### config.mk
export PLATFORM = sky130hd
export DESIGN_NAME = uart_tx
export DESIGN_NICKNAME = d
export VERILOG_FILES = /design/src/rtl/uart_tx.sv
export SDC_FILE = /design/constraint.sdc
export NUM_CORES = 1
export LEC_CHECK = 0
export ABC_AREA = 1
export CELL_PAD_IN_SITES_DETAIL_PLACEMENT = 1
export CELL_PAD_IN_SITES_GLOBAL_PLACEMENT = 1
export CORE_MARGIN = 8
export CORE_UTILIZATION = 40
export DETAILED_ROUTE_END_ITERATION = 8
export GPL_TIMING_DRIVEN = 0
export PLACE_DENSITY_LB_ADDON = 0.3
export SYNTH_ARGS = -nofsm -noshare
export SYNTH_HDL_FRONTEND = slang
export SYNTH_SLANG_ARGS = --single-unit
export TNS_END_PERCENT = 100
### constraint.sdc
create_clock -name clk -period 4.25 [get_ports clk]
set_input_delay 0.6375 -clock clk [delete_from_list [all_inputs] [get_ports clk]]
set_output_delay 0.6375 -clock clk [all_outputs]
set_load 0.02 [all_outputs]
### src/rtl/uart_tx.sv
// uart_tx: drains an upstream byte fifo onto a serial line as 8N1/8N2 frames.
// Define UART_TX_PARITY_EN to insert an even parity bit after data bit 7.
module uart_tx #(
  parameter int DIVISOR   = 104,
  parameter int STOP_BITS = 1
) (
  input  logic       clk,
  input  logic       reset,
  input  logic       data_available,
  input  logic [7:0] read_data,
  output logic       read_strobe,
  output logic       tx,
  output logic       busy
);

  localparam int TW = $clog2(DIVISOR);
  localparam logic [TW-1:0] TLOAD = TW'(DIVISOR - 1);
  localparam logic SLAST = 1'(STOP_BITS - 1);

`ifdef UART_TX_PARITY_EN
  typedef enum logic [2:0] {
    S_IDLE,
    S_START,
    S_DATA,
    S_PARITY,
    S_STOP
  } state_t;
`else
  typedef enum logic [2:0] {
    S_IDLE,
    S_START,
    S_DATA,
    S_STOP
  } state_t;
`endif

  state_t        state_q, state_d;
  logic [TW-1:0] timer_q, timer_d;
  logic [2:0]    bit_q, bit_d;
  logic          stop_q, stop_d;
  logic [7:0]    shift_q, shift_d;
  logic          tx_q, tx_d;
  logic          busy_q, busy_d;
`ifdef UART_TX_PARITY_EN
  logic          par_q, par_d;
`endif

  logic bit_end;
  logic last_stop;

  assign bit_end   = (timer_q == '0);
  assign last_stop = (state_q == S_STOP) && bit_end
                   && (stop_q == SLAST);

  // Pop only when idle or in the very last stop-bit cycle.
  assign read_strobe = data_available & ~reset
                     & ((state_q == S_IDLE) | last_stop);

  assign tx   = tx_q;
  assign busy = busy_q;

  always_comb begin
    state_d = state_q;
    timer_d = timer_q;
    bit_d   = bit_q;
    stop_d  = stop_q;
    shift_d = shift_q;
    tx_d    = tx_q;
`ifdef UART_TX_PARITY_EN
    par_d   = par_q;
`endif
    if (!bit_end) begin
      timer_d = timer_q - 1'b1;
    end
    if (read_strobe) begin
      state_d = S_START;
      timer_d = TLOAD;
      shift_d = read_data;
      tx_d    = 1'b0;
`ifdef UART_TX_PARITY_EN
      par_d   = ^read_data;
`endif
    end else begin
      unique case (state_q)
        S_IDLE: begin
          tx_d = 1'b1;
        end
        S_START: begin
          if (bit_end) begin
            state_d = S_DATA;
            timer_d = TLOAD;
            bit_d   = 3'd0;
            tx_d    = shift_q[0];
          end
        end
        S_DATA: begin
          if (bit_end) begin
            timer_d = TLOAD;
            shift_d = {1'b0, shift_q[7:1]};
            if (bit_q == 3'd7) begin
`ifdef UART_TX_PARITY_EN
              state_d = S_PARITY;
              tx_d    = par_q;
`else
              state_d = S_STOP;
              stop_d  = 1'b0;
              tx_d    = 1'b1;
`endif
            end else begin
              bit_d = bit_q + 3'd1;
              tx_d  = shift_q[1];
            end
          end
        end
`ifdef UART_TX_PARITY_EN
        S_PARITY: begin
          if (bit_end) begin
            state_d = S_STOP;
            timer_d = TLOAD;
            stop_d  = 1'b0;
            tx_d    = 1'b1;
          end
        end
`endif
        S_STOP: begin
          if (bit_end) begin
            if (stop_q != SLAST) begin
              stop_d  = stop_q + 1'b1;
              timer_d = TLOAD;
            end else begin
              state_d = S_IDLE;
            end
          end
        end
        default: begin
          state_d = S_IDLE;
          tx_d    = 1'b1;
        end
      endcase
    end
    busy_d = (state_d != S_IDLE);
  end

  always_ff @(posedge clk or posedge reset) begin
    if (reset) begin
      state_q <= S_IDLE;
      timer_q <= '0;
      bit_q   <= 3'd0;
      stop_q  <= 1'b0;
      shift_q <= 8'h00;
      tx_q    <= 1'b1;
      busy_q  <= 1'b0;
`ifdef UART_TX_PARITY_EN
      par_q   <= 1'b0;
`endif
    end else begin
      state_q <= state_d;
      timer_q <= timer_d;
      bit_q   <= bit_d;
      stop_q  <= stop_d;
      shift_q <= shift_d;
      tx_q    <= tx_d;
      busy_q  <= busy_d;
`ifdef UART_TX_PARITY_EN
      par_q   <= par_d;
`endif
    end
  end

endmodule

## Yosys cells after proc, flatten, opt, wreduce, memory -nomap -nowiden

Index checks and enable logic that the tools add are counted.

- Add/subtract/negate cells: 3
- Equal/unequal tests: 12
- Multiplexer cells: 30
- Bitwise gates (word level): 6
- Reduce and logical (&&, ||, !) cells: 14

Operators by type and width:

| kind | number |
|---|---|
| $mux W7 | 5 |
| $mux W3 | 9 |
| $mux W8 | 3 |
| $pmux W7 S2 | 1 |
| $ne A2 B2 Y1 const B | 6 |
| $pmux W3 S4 | 1 |
| $reduce_and A5 Y1 | 2 |
| $mux W1 | 8 |
| $reduce_bool A2 Y1 | 4 |
| $logic_not A7 Y1 | 1 |
| $sub A7 B1 Y7 const B | 1 |
| $eq A3 B2 Y1 const B | 2 |
| $ne A3 B3 Y1 const B | 2 |
| $pmux W3 S2 | 1 |
| $add A3 B1 Y3 const B | 1 |
| $eq A3 B1 Y1 const B | 1 |
| $eq A3 B3 Y1 const B | 1 |
| $logic_not A3 Y1 | 1 |
| $not A1 Y1 | 3 |
| $pmux W1 S3 | 1 |
| $reduce_and A3 Y1 | 1 |
| $reduce_bool A3 Y1 | 1 |
| $and A1 B1 Y1 | 2 |
| $logic_and A1 B1 Y1 | 2 |
| other kinds (5) | 5 |

- Bits in registers: 24
- Input bits: 11
- Output and inout port bits: 3
- Logic and storage cells: 72

## Logic depth before layout (Yosys ltp)

- Depth after elaboration: 7
- Depth in mapped cells: 10
- Mapped depth without buffers: 10

## Worst setup path before layout

OpenSTA, ideal clock, no wires.

- Kind: input to output
- Start point: input port reset
- End point: output port read_strobe
- Data arrival time: 1.624 ns
- Required time: 3.612 ns
- Path slack: 1.989 ns
- Stages on the path: 5
- Path buffers: 0
- Cells stage by stage: inv_1 -> nand2_1 -> inv_1 -> nand2_4 -> clkinv_2

- Longest elaborated chain between the ends: 3

Ends and longest elaborated chain:

| element | RTL line | RTL |
|---|---|---|
| start: declaration | 8 | `input logic reset,` |
| $not A1 Y1 | 56 | `assign read_strobe = data_available & ~reset` |
| $and A1 B1 Y1 | 56 |  |
| $and A1 B1 Y1 | 57 | `& ((state_q == S_IDLE) \| last_stop);` |
| end: declaration | 11 | `output logic read_strobe,` |

No other way between the ends.

## Worst setup path after layout

Same ends and word-level chain as after synthesis.

==> summary by stage <==
Drt
The DRC violation count after routing is 0. The initial DRC count is 32. The detail-routed via count per cell is 4.966. The final route contains approximately 1,200 vias. The first-pass detailed-route iteration total is 4. The count of nets left with antenna violations once routing finished came out at 0. Dividing the detail-routed wire length by the instance count gives 12.97 um.

The final wirelength is 3022 um.

Clock network
The buffers inserted during post-CTS setup optimization is 0. The deepest clock path buffer count is 2. The total CTS buffers is 3.

At the later pin of the worst-skew pair, clock insertion delay measures 320 ps. For this design, the CTS-stage hold fixing added 0 buffers. Counting every sink on the clock net gives 23. The CTS tree is yes. CTS built an H-tree with a depth of 1.

The number of instances resized during post-cts repair is 0. The clock transition at the registers of the reported paths is 120 ps. The master cell of the clock root buffer is sky130_fd_sc_hd__clkbuf_4.

Die
The die width is 73.77 um. The floorplan step defined a core boundary enclosing 3258 um2. The floorplan has 21 rows. The count of pins on the block boundary is 14. The area of the die is between 5000 and 6000 um2. For this configuration, the core starts out at a cell density of 40.98%.

The die span in y is 73.77 um.

GRT
In the global route stage, overall resource usage came out at a little over an eighth. The first global-routing pass estimated 5492 um of wire. The number of global-route vias before repair is approximately 1,200. The initial antenna violation count is 0. Entering global routing, the biggest net connects 25 pins. After global routing the overflow that remains totals 0.

Power and ir drop
The logic gate share of total power is 30.6%. The switching portion of total power is 36.13%. The power density over the cells is 382.2 nW/um2. IR analysis of the VDD net gives a maximum drop of 0.1282 mV. The clock network is responsible for 17.6% of the overall power.

The analysis attributes to cell leakage a power of 0.8568 nW. The analysis attributes to net switching a power of 213.9 uW. In this run, flip-flops and latches consume between 50 and 60% of the power. The cell-internal power is 378.1 uW.

The total power is 592.0 uW.

Timing
The number of endpoints failing setup at the final stage is 0. In this run the tightest slew margin relative to its limit is 37.80%. The maximum operating frequency is 0.2817 GHz.

The transition at the pin with the smallest max-transition slack is ~930 ps. The worst path in the final design needs a cycle of 3550 ps, including I/O delays and setup. The worst-case hold slack is 505.7 ps. The final critical path takes up 83.52% of the cycle. The hold violation total from the final report was 0. The slack of the critical path is 700.4 ps. The max-slew violation count is 0. For the final database, setup skew stands at 7.423 ps. Setup repair after global routing left no endpoint under its margin. The final-layout setup total negative slack is 0 ps.

Worst setup path
The required time of the critical path is 3610 ps. The reg-to-reg endpoint is timer_q[0]. The number of cells traversed by the worst register-to-register path is 8.

The worst setup path is launched from an input pin. The data arrival at the endpoint of the critical path is 2910 ps. The nature of the critical path endpoint is an output pin. In this run the critical register-to-register path is launched from timer_q[0].

The register-to-register path setup slack is 2490 ps. The maximum fanout along the worst path is 24. By startpoint and endpoint, the worst setup path is classified as in -> out. The most critical setup path has its endpoint at read_strobe. The start point of the critical path is reset.

Layout
The number of cells in the finished layout apart from fillers is 233. The layout cell share with drive strength beyond 1 is 12.30%. The area growth from synthesis to layout is 16.03%. The post-route cell area is 1549 um2.

The number of nets in the finished design is 204. The number of antenna diodes is 0. Once layout is complete, the utilization of the core stands at 47.54%.

Synthesis
The number of enable-type register cells in the synthesized netlist is 0. Synthesis produced a netlist whose cell count is 170. In the synthesized netlist the dominant register cell turns out to be sky130_fd_sc_hd__dfrtp_1. For this run, the number of Yosys warnings is 0. Counting flops and latches in the post-synthesis netlist gives 23. The fraction of registers with async set/reset is 100.0%.

A synthesized cell averages 7.853 um2. The distinct cell type count of the synthesized netlist is 25. For this run, the register share of the synthesized area comes to 43.21%. The synthesized netlist occupies a cell area of approximately 1300 um2. The number of nets produced by synthesis is 186.

Flow run
The count of max-cap constraint violations is 0.

Status
The run finished with clean final reports.

Placement
The number of cells after detailed placement is about 230. The pre-CTS worst setup slack is roughly 600 ps. The congestion estimate from routability-driven global placement came to a little under 0.8. The HPWL after detailed placement is ~2400 um. The instance area at placement is about 1500 um2. The count of buffers added on input and output ports is 13.

Worst hold path
The min-delay analysis places its worst path in the category reg -> reg.
critical path, cell delays in order:
cell,delay [ps]
sky130_fd_sc_hd__clkdlybuf4s50_1,400
sky130_fd_sc_hd__inv_1,670
sky130_fd_sc_hd__nand2_1,110
sky130_fd_sc_hd__inv_1,220
sky130_fd_sc_hd__nand2_4,110
sky130_fd_sc_hd__clkinv_2,120
sky130_fd_sc_hd__clkdlybuf4s50_1,620
synthesized netlist by cell type, types with 2 or more instances:
cell type	instances	area (um2)
sky130_fd_sc_hd__a21oi_1	2	10.01
sky130_fd_sc_hd__nor2_1	17	63.81
sky130_fd_sc_hd__nand3_1	23	115.1
sky130_fd_sc_hd__nand4_1	4	25.02
sky130_fd_sc_hd__inv_1	21	78.83
sky130_fd_sc_hd__xor2_1	2	17.52
sky130_fd_sc_hd__o21ai_0	5	25.02
sky130_fd_sc_hd__nor2_4	3	33.78
sky130_fd_sc_hd__dfrtp_1	22	550.5
sky130_fd_sc_hd__ha_1	5	62.56
sky130_fd_sc_hd__inv_2	4	15.01
sky130_fd_sc_hd__nand2_4	4	45.04
sky130_fd_sc_hd__o21ai_1	2	10.01
sky130_fd_sc_hd__nand2_1	45	168.9
final cells by class:
class / count / area (um2)
plain buffers: 1 / 11.26
clock buffers: 4 / 26.28
fillers: 437 / 1709
inverters: 26 / 98.84
multi-input cells: 120 / 648.1
flip-flops and latches: 23 / 576.8
well taps: 46 / 57.56
repair buffers: 13 / 130.1
routing by layer:
layer	vias to the layer above	routed length (um)	GRT usage [%]
met4	0	48	6.874
met1	561	1351	14.93
li1	573	-	-
met3	6	83	3.411
met5	-	0	0
met2	17	1537	21.56
worst min path at each step:
stage               startpoint        to  slack, ps  cells past startpoint
CTS                         tx        tx        510                      2
global placement      bit_q[2]  bit_q[2]        470                      2
floorplan             bit_q[1]  bit_q[1]        450                      2
detailed placement    bit_q[1]  bit_q[1]        490                      2
global route                tx        tx        540                      2
finish                      tx        tx        510                      2
power by group through the flow:
stage	clock [mW]	combinational [mW]	sequential (mW)
6_report	0.104	0.181	0.306
5_1_grt	0.117	0.219	0.314
4_1_cts	0.111	0.184	0.307
3_5_place_dp	0	0.182	0.312
3_3_place_gp	0	0.168	0.308
2_1_floorplan	0	0.134	0.303
registers in the layout (all words and copies together), names as in the netlist:
signal	flops
bit_q	3
busy	1
shift_q	8
state_q	3
timer_q	7
tx	1
kinds of logic after synthesis:
logic type               count (synthesis)  synth area share (%)
AO/OA/AOI/OAI                           11                 4.592
XOR/XNOR                                 2                 1.312
adder cells (fa/ha/maj)                  5                 4.686
buffers and inverters                   27                 8.247
flip-flops                              23                 43.21
other                                    1                0.2809
AND/OR/NAND/NOR                        101                 37.68
placed cells by master, fill, tap and decap left out, types with 4 or more instances in the layout:
| master | n |
|---|---|
| sky130_fd_sc_hd__nand4_1 | 4 |
| sky130_fd_sc_hd__inv_1 | 21 |
| sky130_fd_sc_hd__inv_2 | 4 |
| sky130_fd_sc_hd__nand3_1 | 23 |
| sky130_fd_sc_hd__ha_1 | 5 |
| sky130_fd_sc_hd__nor2_1 | 17 |
| sky130_fd_sc_hd__clkdlybuf4s50_1 | 13 |
| sky130_fd_sc_hd__dfrtp_1 | 22 |
| sky130_fd_sc_hd__o21ai_0 | 5 |
| sky130_fd_sc_hd__nand2_1 | 45 |
| sky130_fd_sc_hd__nand2_4 | 4 |
(Power assumes the default switching activity.)
